## config.mk

```make
export PLATFORM = sky130hd
export DESIGN_NAME = imem_loader
export DESIGN_NICKNAME = d
export VERILOG_FILES = /design/src/rtl/imem_loader.sv
export SDC_FILE = /design/constraint.sdc
export NUM_CORES = 1
export LEC_CHECK = 0
export CORE_ASPECT_RATIO = 1.4
export CORE_MARGIN = 2
export CORE_UTILIZATION = 45
export CTS_CLUSTER_SIZE = 40
export DETAILED_ROUTE_END_ITERATION = 6
export GPL_TIMING_DRIVEN = 1
export HOLD_SLACK_MARGIN = 0.02
export PLACE_DENSITY = 0.7
export SLEW_MARGIN = 20
export SYNTH_ARGS = -nofsm -noshare
export SYNTH_HDL_FRONTEND = slang
export SYNTH_SLANG_ARGS = --single-unit
```

## constraint.sdc

```tcl
create_clock -name clk -period 3.2 [get_ports clk]
set_clock_uncertainty 0.1 [all_clocks]
set_input_delay 0.48 -clock clk [delete_from_list [all_inputs] [get_ports clk]]
set_output_delay 0.48 -clock clk [all_outputs]
set_load 0.005 [all_outputs]
```

## src/rtl/imem_loader.sv

```systemverilog
// Instruction-memory loader: packs a big-endian byte stream (length header + words)
// into 32-bit writes and holds the CPU in reset until the image is complete.
module imem_loader #(
    parameter int unsigned DEPTH     = 256,
    parameter logic [31:0] BASE_ADDR = 32'h0000_0000,
    parameter int unsigned CNT_WIDTH = 16
) (
    input  logic                 clk,
    input  logic                 reset,
    input  logic                 load_start,
    input  logic                 byte_valid,
    input  logic [7:0]           byte_data,
    output logic                 byte_ready,
    output logic                 wr_en,
    output logic [31:0]          wr_addr,
    output logic [31:0]          wr_data,
    output logic                 cpu_reset_hold,
    output logic                 busy,
    output logic                 done,
    output logic                 err_overflow,
    output logic [CNT_WIDTH-1:0] word_count
);

    localparam int unsigned WORD_W = 32;

    typedef enum logic [2:0] {
        S_IDLE,
        S_HDR,
        S_DATA,
        S_WR,
        S_DONE,
        S_ERR
    } state_e;

    state_e                state_q, state_d;
    logic [1:0]            idx_q, idx_d;
    logic [WORD_W-1:0]     n_q, n_d;
    logic [WORD_W-1:0]     shreg_q, shreg_d;
    logic                  ready_q, ready_d;
    logic                  wr_en_q, wr_en_d;
    logic [WORD_W-1:0]     wr_addr_q, wr_addr_d;
    logic [WORD_W-1:0]     wr_data_q, wr_data_d;
    logic                  hold_q, hold_d;
    logic                  busy_q, busy_d;
    logic                  done_q, done_d;
    logic                  err_q, err_d;
    logic [CNT_WIDTH-1:0]  wc_q, wc_d;

    logic                  accept;
    logic [WORD_W-1:0]     hdr_in;
    logic [WORD_W-1:0]     word_in;
    logic [CNT_WIDTH-1:0]  wc_inc;

    // State and registered outputs
    always_ff @(posedge clk) begin
        if (reset) begin
            state_q   <= S_IDLE;
            idx_q     <= 2'd0;
            n_q       <= '0;
            shreg_q   <= '0;
            ready_q   <= 1'b0;
            wr_en_q   <= 1'b0;
            wr_addr_q <= '0;
            wr_data_q <= '0;
            hold_q    <= 1'b1;
            busy_q    <= 1'b0;
            done_q    <= 1'b0;
            err_q     <= 1'b0;
            wc_q      <= '0;
        end else begin
            state_q   <= state_d;
            idx_q     <= idx_d;
            n_q       <= n_d;
            shreg_q   <= shreg_d;
            ready_q   <= ready_d;
            wr_en_q   <= wr_en_d;
            wr_addr_q <= wr_addr_d;
            wr_data_q <= wr_data_d;
            hold_q    <= hold_d;
            busy_q    <= busy_d;
            done_q    <= done_d;
            err_q     <= err_d;
            wc_q      <= wc_d;
        end
    end

    // Next-state and next-output logic
    always_comb begin
        state_d   = state_q;
        idx_d     = idx_q;
        n_d       = n_q;
        shreg_d   = shreg_q;
        wr_en_d   = 1'b0;
        wr_addr_d = wr_addr_q;
        wr_data_d = wr_data_q;
        hold_d    = hold_q;
        busy_d    = busy_q;
        done_d    = done_q;
        err_d     = err_q;
        wc_d      = wc_q;

        accept  = ready_q && byte_valid;
        hdr_in  = {n_q[23:0], byte_data};
        word_in = {shreg_q[23:0], byte_data};
        wc_inc  = wc_q + CNT_WIDTH'(1);

        case (state_q)
            S_IDLE, S_DONE, S_ERR: begin
                if (load_start) begin
                    state_d = S_HDR;
                    idx_d   = 2'd0;
                    n_d     = '0;
                    done_d  = 1'b0;
                    err_d   = 1'b0;
                    wc_d    = '0;
                    hold_d  = 1'b1;
                    busy_d  = 1'b1;
                end
            end
            S_HDR: begin
                if (accept) begin
                    n_d   = hdr_in;
                    idx_d = idx_q + 2'd1;
                    if (idx_q == 2'd3) begin
                        // Full 32-bit length compare so oversized headers are never truncated
                        if (hdr_in == '0) begin
                            state_d = S_DONE;
                            done_d  = 1'b1;
                            busy_d  = 1'b0;
                            hold_d  = 1'b0;
                        end else if (hdr_in > WORD_W'(DEPTH)) begin
                            state_d = S_ERR;
                            err_d   = 1'b1;
                            busy_d  = 1'b0;
                        end else begin
                            state_d = S_DATA;
                        end
                    end
                end
            end
            S_DATA: begin
                if (accept) begin
                    shreg_d = word_in;
                    idx_d   = idx_q + 2'd1;
                    if (idx_q == 2'd3) begin
                        state_d   = S_WR;
                        wr_en_d   = 1'b1;
                        wr_addr_d = BASE_ADDR + (WORD_W'(wc_q) << 2);
                        wr_data_d = word_in;
                    end
                end
            end
            S_WR: begin
                wc_d = wc_inc;
                if (WORD_W'(wc_inc) == n_q) begin
                    state_d = S_DONE;
                    done_d  = 1'b1;
                    busy_d  = 1'b0;
                    hold_d  = 1'b0;
                end else begin
                    state_d = S_DATA;
                end
            end
            default: state_d = S_IDLE;
        endcase

        ready_d = (state_d == S_HDR) || (state_d == S_DATA);
    end

    assign byte_ready     = ready_q;
    assign wr_en          = wr_en_q;
    assign wr_addr        = wr_addr_q;
    assign wr_data        = wr_data_q;
    assign cpu_reset_hold = hold_q;
    assign busy           = busy_q;
    assign done           = done_q;
    assign err_overflow   = err_q;
    assign word_count     = wc_q;

endmodule

```

; ---- Word level (Yosys, flattened, before mapping)
; Cells that the tools add are included.
[classes]
n_eq_ne = 18
addsub = 2
bitwise_logic = 2
magnitude_cmp = 1
muxes = 40
n_reduce_logical = 19
[ops]
columns = cell, n
row1 = $mux W32, 2
row2 = $pmux W32 S2, 1
row3 = $eq A16 B32 Y1, 1
row4 = $gt A32 B9 Y1 const B, 1
row5 = $logic_not A32 Y1, 1
row6 = $pmux W16 S2, 1
row7 = $mux W3, 8
row8 = $mux W1, 19
row9 = $reduce_and A6 Y1, 3
row10 = $add A16 B1 Y16 const B, 1
row11 = $mux W16, 1
row12 = $ne A2 B2 Y1 const B, 7
row13 = $pmux W3 S4, 1
row14 = $eq A3 B2 Y1 const B, 3
row15 = $pmux W1 S3, 3
row16 = $reduce_and A3 Y1, 3
row17 = $eq A3 B1 Y1 const B, 2
row18 = $eq A3 B3 Y1 const B, 2
row19 = $reduce_bool A2 Y1, 3
row20 = $reduce_or A3 Y1, 2
row21 = $mux W2, 2
row22 = $pmux W2 S2, 1
row23 = $reduce_and A2 Y1, 2
row24 = $logic_not A3 Y1, 1
row25 = 10 further kinds, 11
[word_totals]
in_bits = 12
output_inout_bits = 86
ff_bits = 131

; ---- Depth between registers and ports, before layout
; Gate-level depths: netlist of the first run.
[logic_depth]
word_depth = 8
mapped_depth = 8
depth_no_buf = 7

; ---- Worst setup path after synthesis of the first run
; No wires, ideal clock.
[synth_timing]
kind = register -> register
from = register wc_q[1], in the netlist word_count[1]
to = register hold_q, in the netlist cpu_reset_hold
path_slack_ns = 0.667
period_less_slack_ns = 2.533
path_buffers = 0
t_required_ns = 2.985
arrival_ns = 2.317
path_stages_with_launch = 8
setup_time_ns = 0.115
cell_sequence = dfxtp_1 -> ha_1 -> nand3_4 -> nor4_2 -> xnor2_1 -> or3_1 -> or4_1 -> a31o_1
[synth_between]
elab_chain_cells = 4
[synth_rtl]
columns = item, line_no
row1 = start: declaration, 47  ; logic [CNT_WIDTH-1:0] wc_q, wc_d;
row2 = start signal: assignment, 83  ; wc_q <= wc_d;
row3 = $add A16 B1 Y16, 105  ; wc_inc = wc_q + CNT_WIDTH'(1);
row4 = $eq A16 B32 Y1, 155  ; if (WORD_W'(wc_inc) == n_q) begin
row5 = $ne A2 B2 Y1 (no source line), --
row6 = $reduce_and A6 Y1 (no source line), --
row7 = end signal: assignment, 79  ; hold_q <= hold_d;
row8 = end: declaration, 43  ; logic hold_q, hold_d;
; Every way passes these cells.
; A chain may end at the register's enable or synchronous reset.

; ---- Final worst setup path of the first run
[layout_timing]
from = register wc_q[0], in the netlist word_count[0]
to = register hold_q, in the netlist cpu_reset_hold
; Same word-level chain as after synthesis.

==> results.md, run 1 <==
- Clock Power Share: 51.9%
- Min-Delay Path Class: reg2reg
- Sw Share: 22.68%
- Initial Util: 46.03%
- Worst Path Max Fanout: 10
- Final hold vios: 0
- Syn_area_per_cell: 7.752 sq um
- Layout cells sized above 1: 7.311%
- Commonest cells after routing, fill and taps aside: nand2_1, dfxtp_1, a21oi_1
- Synth Area in Simple Gates: 27.16%
- Max-slew violation count: 0
- Multi-input gate area in the final layout: 2769 sq um
- # setup viols final: 0
- I/O pin count: 98
- Gr usage total: 22.79%
- Mapped Cells: 731
- Min cycle time layout: 2.947 ns
- CP max stage cell: dfxtp_1
- Placement Setup Slack: 0.2723 ns
- CTS Buf Count: 17
- Lkg Pwr: 2.412 nW
- Startpoint Class: register
- Dpl hpwl: 10390 um
- RSZ-0062 raised after global routing: false
- Run status: finished, final reports clean
- Cell chain of the critical path: ha_1 > nand3_4 > nor4_2 > xnor2_1 > or3_1 > or4_1 > a31o_1
- Max incr delay on CP: 0.51 ns
- Max cap viols: 0
- Mux cell area share after synthesis: 0.3533%
- Worst-margin pin slew: 1.008 ns
- Crit. End Element: register
- Root Buffer: clkbuf_16
- Psw: 0.0008375 W
- Comb pwr share: 3.4%
- Clock sink total: 131
- Most common cell after layout, fill and taps aside: nand2_1
- Critical Path RT: 3.40 ns
- Max-Slew Margin vs Limit: 32.82%
- FFs w/ async S/R, synth: 0%
- CTS tree: done
- Initial antenna violation count: 0
- Port Buffers: 81
- Clk slew on worst S/H paths: 0.06 ns
- Design Area, Final: 7111 sq um
- Vias in the first global route: 5071
- Post-cts hold buffer count: 0
- Synthesized flop and latch total: 131
- Via density: 5.525
- Final ANT Viol Nets: 0
- Register area: 2623 sq um
- Postcts setup bufs: 0
- Tcrit/Tclk final: 92.08%
- Peak VDD IR: 0.4193 mV
- GRT Residual Overflow: 0
- Synth Area in Compound Gates: 15.77%
- Peak Freq: 339.4 MHz
- Yosys Warn Count: 0
- Latest clock arrival within the worst-skew pair: 0.41 ns
- Filler cells: 1143
- Wire per inst: 15.89 um
- Routed WL: 15210 um
- Post-synthesis xor/xnor area fraction: 3.864%
- Combinational family with the most area after synthesis: simple AND/OR/NAND/NOR gates
- CTS resizes: 0
- Pwr Density: 519.2 nW/um^2
- Synth-to-layout area growth: 25.48%
- DRC viols: 0
- Sequential fraction of the synthesis area: 46.28%
- Data arrival time of the worst path: 3.14 ns
- Placed inst area: 6519 sq um
- Seq pwr share: 44.6%
- # H-tree levels: 4
- Die H: 136.8 um
- Core area: 12310 sq um
- EDFF count, synth: 0
- Die width: 98.84 um
- Nets: 808
- Ant diodes: 0
- Setup ws final: 0.2533 ns
- Post-synth cell types: 56
- First-pass GRT wire length: 24740 um
- Final Util: 57.75%
- Critical path class: reg2reg
- Rows: 48
- Worst hold margin: 0.3516 ns
- Top_reg_cell synth: dfxtp_1
- Largest net degree at the start of global routing: 99
- 1st-pass router iterations: 5
- Post-Synth Adder-Cell Area: 0.4416%
- Cell Int Power: 0.002855 W
- Setup TNS Final: 0 ns
- Initial DRC count: 386
- Vias: 5287
- Post-Syn Area: 5667 sq um
- Clock Tree Buf Depth: 2
- RePlAce Congestion: 0.9077
- Die area: 13520 sq um
[area by class of cell]
| cell class | instances | share of cell area, % |
|---|---|---|
| Sequential cell | 131 | 36.88 |
| Inverter | 5 | 0.2639 |
| Tap cell | 150 | 2.639 |
| Multi-Input combinational cell | 543 | 38.94 |
| Clock inverter | 14 | 2.147 |
| Timing Repair Buffer | 96 | 12.95 |
| Clock buffer | 18 | 6.176 |
[routing by layer]
layer	vias up	part of all wire, %	global-route usage (%)
li1	2586	-	-
met5	-	0	0
met2	179	52	40.39
met4	0	2.1	9.056
met3	30	5.6	5.414
met1	2492	40	26.35
[cell usage after synthesis, types with 4 or more instances]
cell	n	area share, %
xor2_1	12	1.9
a21oi_1	122	11
buf_4	18	2.4
dfxtp_1	131	46
o21ai_0	16	1.4
nor2_1	29	1.9
inv_1	5	0.33
nand2_1	201	13
a22oi_1	4	0.53
clkbuf_1	42	2.8
nand4_1	4	0.44
nand3_1	41	3.6
xnor2_1	13	2.0
buf_2	4	0.35
or3_1	8	0.88
nor3_1	11	0.97
nor4_1	12	1.3
[stage by stage]
stage / power (W) / cells
finish: 0.003692 / 957
global route: 0.003808 / 957
CTS: 0.003708 / 957
detailed placement: 0.001806 / 925
global placement: 0.001803 / 925
floorplan: 0.001769 / 746
[path summary, 6_finish.rpt]
check,end,depth (start not counted),startpoint,slack [ns]
worst max register to register,cpu_reset_hold,7,word_count[0],0.25
worst max-delay path,cpu_reset_hold,7,word_count[0],0.25
worst min register to register,wr_addr[10],2,wr_addr[10],0.35
worst min-delay path,wr_addr[10],2,wr_addr[10],0.35
[power groups by stage]
stage | Clock (W) | Sequential [W] | Combinational [W]
6_report | 0.00192 | 0.00165 | 0.000127
5_1_grt | 0.00202 | 0.00165 | 0.000137
4_1_cts | 0.00194 | 0.00165 | 0.000124
3_5_place_dp | 0 | 0.00168 | 0.000123
3_3_place_gp | 0 | 0.00168 | 0.000120
2_1_floorplan | 0 | 0.00168 | 0.0000917
[flip-flops by register name (all words and copies together), names as in the netlist, 2 cells and up]
signal	cells
word_count	16
wr_addr	16
idx_q	2
shreg_q	24
state_q	3
wr_data	32
n_q	32
[critical path, delay by kind of cell, from the launching register on]
| family | cells | cell delay, ns |
|---|---|---|
| xor gates and xnor gates | 1 | 0.14 |
| adders and majority gates | 1 | 0.39 |
| and+or+nand+nor | 4 | 1.48 |
| DFF | 1 | 0.51 |
| AOI/OAI and AO/OA | 1 | 0.20 |
[logic make-up after synthesis]
kind of cell,count (synthesis)
and+or+nand+nor,335
AOI/OAI and AO/OA,163
DFF,131
buffers and inverters,72
xor gates and xnor gates,25
adders and majority gates,2
muxes,2
other,1
Note: power is estimated with default switching activity, not from simulation.
==> inputs of run 2 (changes only) <==
Settings changed: GPL_ROUTABILITY_DRIVEN set to 0.
==> run 2 against run 1 <==
Wire length shrank 1.7%. Cell count rose by 0.10%. Power decreased by 1.7%. Sequential power hardly changed. Critical path depth did not move. Sequential share of layout area about the same. Critical path type unchanged. Worst hold slack barely moved. Largest cell class unchanged. Fmax up 1.6%.
==> results.md, run 2 (synthesis results as in run 1) <==
- CP Buf/Inv Count: 0 (unchanged)
- Sw Share: 23.77% (was 22.68%)
- Die H: 136.8 um (unchanged)
- Routed WL: 14950 um (was 15210 um)
- Peak Freq: 344.7 MHz (was 339.4 MHz)
- Final ANT Viol Nets: 0 (unchanged)
- Final hold vios: 0 (unchanged)
- Cell chain of the critical path: ha_1 > nand3_4 > or3_1 > a2111oi_0 > nand3_1 > or4_1 > o31ai_1 (was ha_1 > nand3_4 > nor4_2 > xnor2_1 > or3_1 > or4_1 > a31o_1)
- Ant diodes: 0 (unchanged)
- I/O pin count: 98 (unchanged)
- Startpoint Class: register (unchanged)
- Synth-to-layout area growth: 25.33% (was 25.48%)
- Wire per inst: 15.60 um (was 15.89 um)
- Via density: 5.573 (was 5.525)
- Latest clock arrival within the worst-skew pair: 0.42 ns (was 0.41 ns)
- Psw: 0.0008626 W (was 0.0008375 W)
- Min-Delay Path Class: reg2reg (unchanged)
- Max incr delay on CP: 0.54 ns (was 0.51 ns)
- Most common cell after layout, fill and taps aside: nand2_1 (unchanged)
- Run status: finished, final reports clean (unchanged)
- Max-slew violation count: 0 (unchanged)
- Lkg Pwr: 2.394 nW (was 2.412 nW)
- DRC viols: 0 (unchanged)
- Clock sink total: 131 (unchanged)
- Crit. End Element: register (unchanged)
- Setup TNS Final: 0 ns (unchanged)
- Data arrival time of the worst path: 3.12 ns (was 3.14 ns)
- CP delay by family, top: simple AND/OR/NAND/NOR gates (unchanged)
- Vias: 5339 (was 5287)
- Max cap viols: 0 (unchanged)
- Tot Pwr: 0.003629 W (was 0.003692 W)
- Initial Util: 46.03% (unchanged)
- Core area: 12310 sq um (unchanged)
- Post-cts hold buffer count: 0 (unchanged)
- Nets: 809 (was 808)
- Die width: 98.84 um (unchanged)
- Rows: 48 (unchanged)
- Commonest cells after routing, fill and taps aside: nand2_1, dfxtp_1, a21oi_1 (unchanged)
- Comb pwr share: 3.5% (was 3.4%)
- Peak VDD IR: 0.3846 mV (was 0.4193 mV)
- Initial antenna violation count: 0 (unchanged)
- Clock Tree Buf Depth: 2 (unchanged)
- Pwr Density: 510.9 nW/um^2 (was 519.2 nW/um^2)
- GRT Residual Overflow: 0 (unchanged)
- Worst Path Max Fanout: 10 (unchanged)
- Die area: 13520 sq um (unchanged)
- Gr usage total: 22.32% (was 22.79%)
- Worst-margin pin slew: 0.8083 ns (was 1.008 ns)
- Root Buffer: clkbuf_16 (unchanged)
- CP max stage cell: or4_1 (was dfxtp_1)
- Seq pwr share: 45.4% (was 44.6%)
- Clock Power Share: 51.1% (was 51.9%)
- CTS resizes: 0 (unchanged)
- Min cycle time layout: 2.901 ns (was 2.947 ns)
- 1st-pass router iterations: 5 (unchanged)
- CTS tree: done (unchanged)
- Critical path class: reg2reg (unchanged)
- Clk slew on worst S/H paths: 0.06 ns (about the same)
- Cell Int Power: 0.002766 W (was 0.002855 W)
- Largest net degree at the start of global routing: 73 (was 99)
- Vias in the first global route: 5052 (was 5071)
- Max-Slew Margin vs Limit: 45.98% (was 32.82%)
- RSZ-0062 raised after global routing: false (unchanged)
- Postcts setup bufs: 0 (unchanged)
- # setup viols final: 0 (unchanged)
- Port Buffers: 81 (unchanged)
- Initial DRC count: 390 (was 386)
- # H-tree levels: 4 (unchanged)
- First-pass GRT wire length: 24290 um (was 24740 um)
- Dpl hpwl: 10350 um (was 10390 um)
- Layout cells sized above 1: 7.426% (was 7.311%)
- Critical Path RT: 3.42 ns (was 3.40 ns)
- Tcrit/Tclk final: 90.65% (was 92.08%)
- CTS Buf Count: 17 (unchanged)
## run 2: cell types whose count changed in the layout (fill, tap and decap cells not counted)
| cell | delta |
|---|---|
| clkbuf_8 | -1 |
| bufinv_16 | -1 |
| clkinv_2 | -3 |
| inv_8 | +1 |
| buf_4 | +1 |
| inv_6 | +1 |
| clkinvlp_4 | +3 |
## run 2: layout make-up
cell class	count	area, sq um
Fill cell	1115	5210
Multi-Input combinational cell	543	2769
Sequential cell	131	2623
Timing Repair Buffer	97	928.4
Clock buffer	17	425.4
Tap cell	150	187.7
Clock inverter	15	150.1
Inverter	5	18.77
## run 2: worst reg2reg max path, cell delays in order, from the launching register on
cell and delay (ns):
dfxtp_1 0.51, ha_1 0.38, nand3_4 0.17, or3_1 0.43, a2111oi_0 0.43, nand3_1 0.15
or4_1 0.54, o31ai_1 0.09
## run 2: final timing paths
check / startpoint / endpoint / slack, ns / cells past startpoint
max: word_count[0] / state_q[2] / 0.30 / 7
min: shreg_q[22] / wr_data[30] / 0.35 / 2
max reg2reg: word_count[0] / state_q[2] / 0.30 / 7
min reg2reg: shreg_q[22] / wr_data[30] / 0.35 / 2
## run 2: stage by stage
| stage | instance area [sq um] | std cells | hold slack [ns] | worst slack [ns] | util, % |
|---|---|---|---|---|---|
| final | 7102 | 958 | 0.3517 | 0.2992 | 57.68 |
| after global placement | 6526 | 926 | 0.3411 | 0.3134 | 53.01 |
| after CTS | 7102 | 958 | 0.3549 | 0.3013 | 57.68 |
| after global routing | 7102 | 958 | 0.3741 | 0.01573 | 57.68 |
| after detailed placement | 6526 | 926 | 0.3468 | 0.2850 | 53.01 |
| after floorplan | 5723 | 746 | 0.3321 | 0.6670 | - |
## run 2: power groups by stage
stage	combinational, W	clock (W)	sequential [W]
CTS	0.000124	0.00188	0.00165
global placement	0.000121	0	0.00168
floorplan	0.0000917	0	0.00168
global route	0.000137	0.00196	0.00165
detailed placement	0.000123	0	0.00168
finish	0.000125	0.00186	0.00165
## run 2: metal layers
metal	wire [um]	GRT usage, %	up-vias
met5	0	0	-
met4	421	10.81	0
met3	830	5.209	32
met2	7671	38.85	181
met1	6024	25.66	2529
li1	-	-	2597
==> inputs of run 3 (changes only) <==
Settings changed: CORE_MARGIN 2 to 5.
==> run 3 against run 2 <==
Clock power increased by 17%. Cell count fell by 0.42%. Setup slack worse by 0.047 ns. Register-to-register slack got worse by 0.05 ns. The flow now finishes with violations (design-rule violations). Largest power group unchanged. Cell area up 0.85%.
==> results.md, run 3 (synthesis results as in run 1) <==
- CTS tree: done (unchanged)
- Wire per inst: 16.02 um (was 15.60 um)
- Clock sink total: 131 (unchanged)
- First-pass GRT wire length: 25310 um (was 24290 um)
- Crit Reg-Reg Endpoint: cpu_reset_hold (was state_q[2])
- Ant diodes: 0 (unchanged)
- Vias in the first global route: 5164 (was 5052)
- Initial Util: 45.80% (was 46.03%)
- Worst-margin pin slew: 0.8055 ns (was 0.8083 ns)
- Worst path depth: 7 (unchanged)
- Failing checks: design-rule violations
- Critical path class: reg2reg (unchanged)
- Max incr delay on CP: 0.56 ns (was 0.54 ns)
- Post-cts hold buffer count: 0 (unchanged)
- Gr usage total: 20.67% (was 22.32%)
- Die width: 104.8 um (was 98.84 um)
- Final hold vios: 0 (unchanged)
- Postcts setup bufs: 0 (unchanged)
- Vias: 5282 (was 5339)
- I/O pin count: 98 (unchanged)
- Max cap viols: 0 (unchanged)
- Max-Slew Margin vs Limit: 46.17% (was 45.98%)
- Routed WL: 15280 um (was 14950 um)
- Initial antenna violation count: 0 (unchanged)
- Crit. End Element: register (unchanged)
- DR WL met2: 7848 um (was 7671 um)
- Min cycle time layout: 2.948 ns (was 2.901 ns)
- Finished Layout Cells: 954 (was 958)
- Nets: 805 (was 809)
- Lkg Pwr: 2.422 nW (was 2.394 nW)
- Largest net degree at the start of global routing: 49 (was 73)
- Dpl hpwl: 10600 um (was 10350 um)
- GRT Residual Overflow: 0 (unchanged)
- Placed cells: 922 (was 926)
- Initial DRC count: 488 (was 390)
- Peak Freq: 339.2 MHz (was 344.7 MHz)
- CP max stage cell: nor4_1 (was or4_1)
- Top sig layer: met4 (unchanged)
- Clock Tree Buf Depth: 2 (unchanged)
- Port Buffers: 81 (unchanged)
- CP delay by family, top: simple AND/OR/NAND/NOR gates (unchanged)
- RSZ-0062 raised after global routing: false (unchanged)
- Latest clock arrival within the worst-skew pair: 0.41 ns (was 0.42 ns)
- Tcrit/Tclk final: 92.12% (was 90.65%)
- Worst Setup SP: word_count[0] (unchanged)
- Cell chain of the critical path: ha_1 > nand3_4 > nor4_1 > xnor2_1 > nand3_1 > or4_1 > a31o_1 (was ha_1 > nand3_4 > or3_1 > a2111oi_0 > nand3_1 > or4_1 > o31ai_1)
- Clk slew on worst S/H paths: 0.06 ns (about the same)
- Placed inst area: 6496 sq um (was 6526 sq um)
- Run status: finished, violations left (was finished, final reports clean)
- Min-Delay Path Class: reg2reg (unchanged)
- 1st-pass router iterations: 7 (was 5)
- Setup TNS Final: 0 ns (unchanged)
- Worst hold margin: 0.3512 ns (was 0.3517 ns)
- Worst Path Max Fanout: 10 (unchanged)
- Worst R2R Start: word_count[0] (unchanged)
- Max-slew violation count: 0 (unchanged)
- Design Area, Final: 7162 sq um (was 7102 sq um)
- Peak VDD IR: 0.3651 mV (was 0.3846 mV)
- Pwr Density: 550.1 nW/um^2 (was 510.9 nW/um^2)
- Die area: 14970 sq um (was 13520 sq um)
- Via density: 5.537 (was 5.573)
- Core area: 12370 sq um (was 12310 sq um)
- Final Util: 57.89% (was 57.68%)
- CP Buf/Inv Count: 0 (unchanged)
- Data arrival time of the worst path: 3.15 ns (was 3.12 ns)
- # setup viols final: 0 (unchanged)
- Layout cells sized above 1: 6.965% (was 7.426%)
- Synth-to-layout area growth: 26.39% (was 25.33%)
- Die H: 142.8 um (was 136.8 um)
- Critical Path RT: 3.41 ns (was 3.42 ns)
- R2r worst-path depth: 7 (unchanged)
- # H-tree levels: 4 (unchanged)
- DRC viols: 1 (was 0)
- Rows: 48 (unchanged)
- Startpoint Class: register (unchanged)
- Filler cells: 1152 (was 1115)
- Length of routed met3 wiring: 936 um (was 830 um)
- Crit path to: cpu_reset_hold (was state_q[2])
- CTS Buf Count: 17 (unchanged)
- Met1 wire length: 5992 um (was 6024 um)
- Root Buffer: clkbuf_16 (unchanged)
- Most common cell after layout, fill and taps aside: nand2_1 (unchanged)
- Final ANT Viol Nets: 0 (unchanged)
- Register-to-register setup slack: 0.25 ns (was 0.30 ns)
- Commonest cells after routing, fill and taps aside: nand2_1, dfxtp_1, a21oi_1 (unchanged)
- CTS resizes: 0 (unchanged)
run 3: cell count changes in the layout (fill, tap and decap cells not counted):
cell        change
buf_4           -4
clkinvlp_4      -2
inv_6           -2
bufinv_16       +4
inv_8           -1
clkbuf_8        +1
run 3: worst min-delay path by stage:
| stage | from | end | slack (ns) | cells past startpoint |
|---|---|---|---|---|
| 2_1_floorplan | shreg_q[16] | wr_data[24] | 0.33 | 2 |
| 3_3_place_gp | wr_addr[8] | wr_addr[8] | 0.34 | 2 |
| 3_5_place_dp | wr_addr[12] | wr_addr[12] | 0.35 | 2 |
| 4_1_cts | wr_addr[12] | wr_addr[12] | 0.35 | 2 |
| 5_1_grt | shreg_q[18] | wr_data[26] | 0.37 | 2 |
| 6_report | wr_addr[4] | wr_addr[4] | 0.35 | 2 |
run 3: metal layers:
metal / up-vias / track usage [%]
met3: 39 / 5.201
met2: 179 / 36.56
met4: 0 / 9.899
met5: - / 0
li1: 2589 / -
met1: 2475 / 23.13
run 3: worst reg2reg max path, delay by kind of cell, from the launching register on:
family	cells	cell delay [ns]
xor+xnor	1	0.21
simple gates	4	1.41
compound gates	1	0.19
flops	1	0.53
fa+ha+maj	1	0.39
run 3: layout make-up:
cell class / count / area (sq um) / share of cell area, %
multi-input combinational: 543 / 2769 / 38.66
timing repair buffer: 93 / 898.4 / 12.54
clock buffer: 18 / 439.2 / 6.132
sequential: 131 / 2623 / 36.62
tap: 150 / 187.7 / 2.621
clock inverter: 14 / 226.5 / 3.162
inverter: 5 / 18.77 / 0.2621
run 3: stage by stage:
stage          total power, W  setup slack (ns)
4_1_cts              0.003958            0.2667
6_report             0.003940            0.2523
3_5_place_dp         0.001805            0.1890
5_1_grt              0.004060            0.1234
3_3_place_gp         0.001803            0.2981
2_1_floorplan        0.001769            0.6670
run 3: report_power, final:
group          leakage (nW)  total [W]  switching [W]  internal [W]
logic                  1.05   0.000125      0.0000835     0.0000415
registers              1.06    0.00165     0.00000959       0.00164
clock network         0.317    0.00217       0.000754       0.00141
